`config.mk`:
```
export PLATFORM = sky130hd
export DESIGN_NAME = load_align_unit
export DESIGN_NICKNAME = d
export VERILOG_FILES = /design/src/rtl/load_align_unit.sv
export SDC_FILE = /design/constraint.sdc
export NUM_CORES = 1
export LEC_CHECK = 0
export ABC_AREA = 0
export BUFFER_PORTS_ARGS = -buffer_cell sky130_fd_sc_hd__buf_2
export CAP_MARGIN = 20
export CORE_AREA = 2 2 134 188
export CTS_CLUSTER_SIZE = 28
export DETAILED_ROUTE_END_ITERATION = 10
export DIE_AREA = 0 0 136 190
export MAX_ROUTING_LAYER = met4
export PLACE_DENSITY = 0.81
export RECOVER_POWER = 50
export SLEW_MARGIN = 20
export SYNTH_ARGS = -nofsm -noshare
export SYNTH_HDL_FRONTEND = slang
export SYNTH_SLANG_ARGS = --single-unit
```
`constraint.sdc`:
```
create_clock -name i_clk -period 9.61 [get_ports i_clk]
set_clock_uncertainty 0.2 [all_clocks]
set_input_delay 1.4415 -clock i_clk [delete_from_list [all_inputs] [get_ports i_clk]]
set_output_delay 1.4415 -clock i_clk [all_outputs]
set_load 0.05 [all_outputs]
```
`src/rtl/load_align_unit.sv`:
```
// Memory-stage load unit: fetches one or two aligned words per load request and returns
// the byte-extracted, sign/zero-extended result, flagging illegal or misaligned loads.
module load_align_unit #(
    parameter int DATA_WIDTH  = 64,
    parameter int ADDR_WIDTH  = 64,
    parameter int MISALIGN_EN = 1
) (
    input  logic                  i_clk,
    input  logic                  i_arst,
    input  logic                  i_req_valid,
    output logic                  o_req_ready,
    input  logic [2:0]            i_func_3,
    input  logic [ADDR_WIDTH-1:0] i_addr,
    output logic                  o_mem_req,
    output logic [ADDR_WIDTH-1:0] o_mem_addr,
    input  logic                  i_mem_valid,
    input  logic [DATA_WIDTH-1:0] i_mem_data,
    output logic                  o_resp_valid,
    input  logic                  i_resp_ready,
    output logic [DATA_WIDTH-1:0] o_data,
    output logic                  o_load_addr_ma,
    output logic                  o_illegal_instr
);
    localparam int BYTES = DATA_WIDTH / 8;
    localparam int OFFW  = $clog2(BYTES);

    typedef enum logic [1:0] {S_IDLE, S_ACC0, S_ACC1, S_RESP} state_t;

    // Handshakes: a transfer happens on a cycle where valid and ready are both high;
    // valid is held with its payload stable until that cycle.
    state_t                r_state;
    logic [2:0]            r_func_3;
    logic [OFFW-1:0]       r_off;
    logic                  r_cross;
    logic [DATA_WIDTH-1:0] r_lo;

    logic [OFFW-1:0]       w_off;
    logic [3:0]            w_size;
    logic [4:0]            w_end;
    logic                  w_illegal;
    logic                  w_misaligned;
    logic                  w_cross;

    always_comb begin
        w_off        = i_addr[OFFW-1:0];
        w_size       = 4'd1 << i_func_3[1:0];
        w_end        = {1'b0, 4'(w_off)} + {1'b0, w_size};
        w_misaligned = (4'(w_off) & (w_size - 4'd1)) != 4'd0;
        w_cross      = w_end > 5'(BYTES);
        w_illegal    = (i_func_3 == 3'b111) ||
                       ((DATA_WIDTH == 32) && ((i_func_3 == 3'b011) || (i_func_3 == 3'b110)));
    end

    logic [2*DATA_WIDTH-1:0] w_cat;
    logic [DATA_WIDTH-1:0]   w_low;
    logic [DATA_WIDTH-1:0]   w_ext;
    logic [6:0]              w_nbits;
    logic                    w_sign;

    // A non-crossing load sees a zero hi word; a crossing one merges the captured lo word.
    always_comb begin
        w_cat   = (r_state == S_ACC1) ? {i_mem_data, r_lo} : {{DATA_WIDTH{1'b0}}, i_mem_data};
        w_low   = DATA_WIDTH'(w_cat >> {r_off, 3'b000});
        w_nbits = 7'd8 << r_func_3[1:0];
        case (r_func_3[1:0])
            2'b00:   w_sign = w_low[7];
            2'b01:   w_sign = w_low[15];
            2'b10:   w_sign = w_low[31];
            default: w_sign = w_low[DATA_WIDTH-1];
        endcase
        w_sign = w_sign & ~r_func_3[2];
        w_ext  = '0;
        for (int i = 0; i < DATA_WIDTH; i++) begin
            w_ext[i] = (i < int'(w_nbits)) ? w_low[i] : w_sign;
        end
    end

    always_ff @(posedge i_clk or posedge i_arst) begin
        if (i_arst) begin
            r_state         <= S_IDLE;
            r_func_3        <= '0;
            r_off           <= '0;
            r_cross         <= 1'b0;
            r_lo            <= '0;
            o_req_ready     <= 1'b1;
            o_mem_req       <= 1'b0;
            o_mem_addr      <= '0;
            o_resp_valid    <= 1'b0;
            o_data          <= '0;
            o_load_addr_ma  <= 1'b0;
            o_illegal_instr <= 1'b0;
        end else begin
            case (r_state)
                S_IDLE: begin
                    if (i_req_valid && o_req_ready) begin
                        r_func_3    <= i_func_3;
                        r_off       <= w_off;
                        r_cross     <= w_cross;
                        o_req_ready <= 1'b0;
                        if (w_illegal) begin
                            r_state         <= S_RESP;
                            o_resp_valid    <= 1'b1;
                            o_illegal_instr <= 1'b1;
                            o_data          <= '0;
                        end else if (w_misaligned && (MISALIGN_EN == 0)) begin
                            r_state        <= S_RESP;
                            o_resp_valid   <= 1'b1;
                            o_load_addr_ma <= 1'b1;
                            o_data         <= '0;
                        end else begin
                            r_state    <= S_ACC0;
                            o_mem_req  <= 1'b1;
                            o_mem_addr <= i_addr & ~ADDR_WIDTH'(BYTES - 1);
                        end
                    end
                end
                S_ACC0: begin
                    if (i_mem_valid) begin
                        if (r_cross) begin
                            r_lo       <= i_mem_data;
                            o_mem_addr <= o_mem_addr + ADDR_WIDTH'(BYTES);
                            r_state    <= S_ACC1;
                        end else begin
                            o_mem_req    <= 1'b0;
                            o_data       <= w_ext;
                            o_resp_valid <= 1'b1;
                            r_state      <= S_RESP;
                        end
                    end
                end
                S_ACC1: begin
                    if (i_mem_valid) begin
                        o_mem_req    <= 1'b0;
                        o_data       <= w_ext;
                        o_resp_valid <= 1'b1;
                        r_state      <= S_RESP;
                    end
                end
                S_RESP: begin
                    if (i_resp_ready) begin
                        o_resp_valid    <= 1'b0;
                        o_load_addr_ma  <= 1'b0;
                        o_illegal_instr <= 1'b0;
                        o_req_ready     <= 1'b1;
                        r_state         <= S_IDLE;
                    end
                end
                default: r_state <= S_IDLE;
            endcase
        end
    end
endmodule

```
==> flow_summary.rst <==
.. list-table::
   :header-rows: 1

   * - Metric
     - Value
   * - Met1 wire length
     - roughly 15 mm
   * - Number of top-level design ports
     - approximately 270
   * - Cell types with the largest area share after synthesis
     - dfrtp_1 37%, mux2_2 9.0%, mux4_2 7.5%, mux2i_1 4.9%, a21oi_1 4.7%
   * - Start-to-end type of the worst setup path
     - reg2reg
   * - Seq. cell area
     - between 0.005 and 0.006 sq mm
   * - Distinct cell type count of the synthesized netlist
     - 70
   * - Share of cells above drive strength 1
     - 0.233
   * - Placement row count
     - between 60 and 70
   * - Worst setup EP type
     - register
   * - Max Clock Freq
     - around 180 MHz
   * - Prevailing post-synth register cell
     - dfrtp_1
   * - Antenna Nets Post-Route
     - 0
   * - Seq pwr share
     - 0.261
   * - Top cell type's share of synthesized area
     - 0.371
   * - Via count of the routed design
     - roughly 13,000
   * - Clock insertion delay at the later pin of the skew report
     - 520 ps
   * - Hold wc startpoint
     - o_data[60]$_DFFE_PP0P_
   * - Leakage
     - between 6 and 7 nW
   * - Top sig layer
     - met4
   * - Actual transition at the worst max-transition pin
     - between 3000 and 4000 ps
   * - Kind of cell adding the most delay to the critical path
     - simple AND/OR/NAND/NOR gates
   * - Crit path max-delay cell type
     - nand3_1
   * - Pre-CTS worst setup slack
     - 5180 ps
   * - Capture point of the worst reg-to-reg path
     - r_lo[14]$_DFFE_PP0P_
   * - CTS root buffer
     - clkbuf_16
   * - Post-synth design cell area
     - between 0.01 and 0.015 sq mm
   * - Register-to-Register Setup Slack
     - 3920 ps
   * - Run status
     - complete, but fails checks
   * - Most frequent cells in the layout
     - 198 x dfrtp_1, 149 x buf_2, 128 x a21oi_1
   * - Setup_tns
     - 0 ps
   * - Die Span X
     - approximately 140 um
   * - Category of the worst setup path launch point
     - register
   * - Worst slew margin relative to its limit
     - -1.10
   * - Mean post-synth cell area
     - roughly 9.6 sq um
   * - Final Wtd Congestion
     - roughly 0.97
   * - DRT Pass-1 Iters
     - 5
   * - Layout overhead on the synthesized area
     - 14.6%
   * - Total gr overflow
     - 0
   * - Logic pwr share
     - 0.594
   * - Final setup vio count
     - 0
   * - Half-perimeter wire length after detailed placement
     - 30.2 mm
   * - Filler cell count in the final layout
     - 2,101
   * - Number of instances resized during post-cts repair
     - 0
   * - WP data arrival
     - 5870 ps
   * - Number of pins with negative max-slew slack in the final report
     - 65
   * - EDFF count, synth
     - 0
   * - Highest fanout seen on the critical path
     - 64
   * - Worst hold path type
     - reg2reg
   * - Wire length reported by the detailed router
     - about 42 mm
   * - Delay contributed by the slowest stage of the critical path
     - between 2000 and 3000 ps
   * - Number of DRC violations after detailed routing
     - 0
   * - Power spent charging and discharging nets
     - 0.00326 W
   * - Cells along the critical path
     - inv_1 > ha_1 > nand3_1 > mux2_2
   * - # Max-Cap Violations
     - 1
   * - Num Clock Sinks
     - a little over 200
   * - Met2 WL post-DR
     - between 20 and 25 mm
   * - Power per standard cell area
     - slightly above 400 mW/mm^2
   * - Reg2reg start
     - r_state[1]$_DFFE_PP0P_
   * - Count of mapped cells out of synthesis
     - about 1,400
   * - Most common cell after layout, fill and taps aside
     - dfrtp_1
   * - Global-route wire length before repair
     - ~66 mm
   * - Clock transition time at the flip-flop clock pins of the worst setup and hold paths
     - about 70 ps
   * - Peak supply drop
     - approximately 0.42 mV
   * - RSZ-0062 raised after global routing
     - no
   * - Count of buffers inserted at the top-level ports
     - between 200 and 300
   * - Die Outline Area
     - around 0.026 sq mm
   * - Cell taking the most area after synthesis
     - dfrtp_1
   * - Share of the clock period used by the worst path
     - 0.592
   * - Buffers & Inverters on Critical Path
     - 1
   * - Area inside the core boundary
     - between 0.02 and 0.025 sq mm
   * - Proportion of synthesized chip area in sequential cells
     - 0.373
   * - Switching Fraction
     - 0.514
   * - Met3 wire len
     - ~3.3 mm
   * - Initial antenna violation count
     - 15
   * - Final hold violations
     - 0
   * - Critical path required time
     - ~9800 ps
   * - Area of combinational cells with multiple inputs
     - between 0.007 and 0.008 sq mm
   * - Hold Path End
     - o_data[60]$_DFFE_PP0P_
   * - Pin count of the biggest net entering global routing
     - ~130
   * - Max H-tree Level
     - 1
   * - CTS Hold Bufs
     - 0
   * - TritonCTS clock tree
     - done
   * - Part of the power in the clock network
     - 0.145
   * - Fin crit period
     - 5690 ps
   * - Number of clock buffers inserted by TritonCTS
     - 21
   * - All-layer global routing usage
     - 0.331
   * - Violations in the final reports
     - max-capacitance violations, max-slew violations
   * - Share of synthesized registers carrying an async set or reset
     - 1.00
   * - Post-detailed-route wirelength per cell
     - 21.6 um
   * - Post-CTS Setup Bufs
     - 0
   * - Number of cells on the worst reg-to-reg path
     - 4
   * - Drt first-iter violations
     - 936
   * - Cell count of the worst hold path
     - 2
   * - Internal power contribution
     - slightly above 0.003 W
   * - Synthesis-stage register bit count
     - between 200 and 250
   * - Setup slack after layout
     - 3920 ps
   * - Yosys Warn Count
     - 0
   * - Effective utilization at floorplan
     - 0.558
   * - Maximum buffer depth of the clock tree
     - 3
   * - Number of global-route vias before repair
     - 12,000
   * - Nets@finish
     - between 1,500 and 2,000
   * - Vias/cell
     - roughly 6.5
   * - Height of the die
     - between 150 and 200 um
## state kept, by name (all words and copies together) (netlist names)
name             count
o_mem_req            1
o_req_ready          1
r_cross              1
o_mem_addr          61
r_state              2
r_func_3             3
o_resp_valid         1
o_illegal_instr      1
r_off                3
r_lo                64
o_data              64
## Yosys cell counts (all sizes together), types with 4 or more instances
library cell  count
and2             30
clkbuf           87
mux4             45
a22o              9
buf              42
and3             21
a2bb2oi          23
o31ai             4
or3               7
a221o            32
nor2             52
inv              19
nand3            96
a211oi           30
nand2b           10
a311oi            6
mux2            108
o221ai            6
o21a              8
nand4            19
o211ai            7
dfrtp           201
o2bb2ai           7
ha               10
o32ai             6
o22ai            29
a31oi            11
and4             15
mux2i            67
o21ai            94
nor3             15
nand2           121
nor2b            10
a21oi           128
## stage by stage
| stage | hold slack [ps] | instances | util | area (sq um) | power, W |
|---|---|---|---|---|---|
| global placement | 260 | 1876 | 0.613 | 14900 | 0.00533 |
| CTS | 285 | 1914 | 0.644 | 15700 | 0.00636 |
| detailed placement | 271 | 1876 | 0.613 | 14900 | 0.00543 |
| floorplan | 274 | 1415 | - | 13600 | 0.00454 |
| global route | 316 | 1929 | 0.639 | 15600 | 0.00673 |
| finish | 284 | 1931 | 0.639 | 15600 | 0.00635 |
## per-layer routing
layer / global-route usage / vias to the layer above
li1: - / 5732
met2: 0.545 / 597
met1: 0.391 / 6102
met4: 0.159 / 0
met3: 0.0586 / 105
met5: - / -
## layout make-up
| type | count | area share |
|---|---|---|
| flip-flops and latches | 202 | 0.326 |
| multi-input cells | 1065 | 0.511 |
| diodes | 17 | 0.00273 |
| well taps | 315 | 0.0253 |
| clock inverters | 13 | 0.0133 |
| inverters | 19 | 0.00507 |
| clock buffers | 25 | 0.0360 |
| repair buffers | 275 | 0.0810 |
## worst max-delay path by stage
stage / from / to / slack (ps) / depth (start not counted)
floorplan: i_arst / o_data[0]$_DFFE_PP0P_ / 2460 / 1
global placement: r_state[1]$_DFFE_PP0P_ / o_mem_addr[62]$_DFFE_PP0P_ / 5340 / 10
detailed placement: r_state[1]$_DFFE_PP0P_ / o_mem_addr[62]$_DFFE_PP0P_ / 5180 / 10
CTS: r_state[1]$_DFFE_PP0P_ / o_mem_addr[62]$_DFFE_PP0P_ / 5160 / 10
global route: r_state[1]$_DFFE_PP0P_ / r_lo[6]$_DFFE_PP0P_ / 3370 / 4
finish: r_state[1]$_DFFE_PP0P_ / r_lo[14]$_DFFE_PP0P_ / 3920 / 4
## kinds of logic (layout without fill, tap and decap cells)
group | Yosys count | after routing | synth area share
flip-flops | 202 | 202 | 0.373
AND/OR/NAND/NOR | 408 | 408 | 0.153
buffers and inverters | 148 | 332 | 0.0466
AO/OA/AOI/OAI | 422 | 422 | 0.203
adder cells (fa/ha/maj) | 11 | 11 | 0.0107
other | 1 | 21 | 0.000276
multiplexers | 220 | 220 | 0.214
## power groups by stage
stage          Clock [W]  Combinational [W]  Sequential [W]
2_1_floorplan          0            0.00229         0.00225
6_report        0.000919            0.00377         0.00166
3_5_place_dp           0            0.00378         0.00165
5_1_grt         0.000960            0.00406         0.00171
3_3_place_gp           0            0.00370         0.00163
4_1_cts         0.000930            0.00379         0.00164
## worst min-delay path, cell delays in order (launching register included)
cell     delay [ps]
dfrtp_1         350
nand2_1          50
o21ai_0          60
Note: power is estimated with default switching activity, not from simulation.
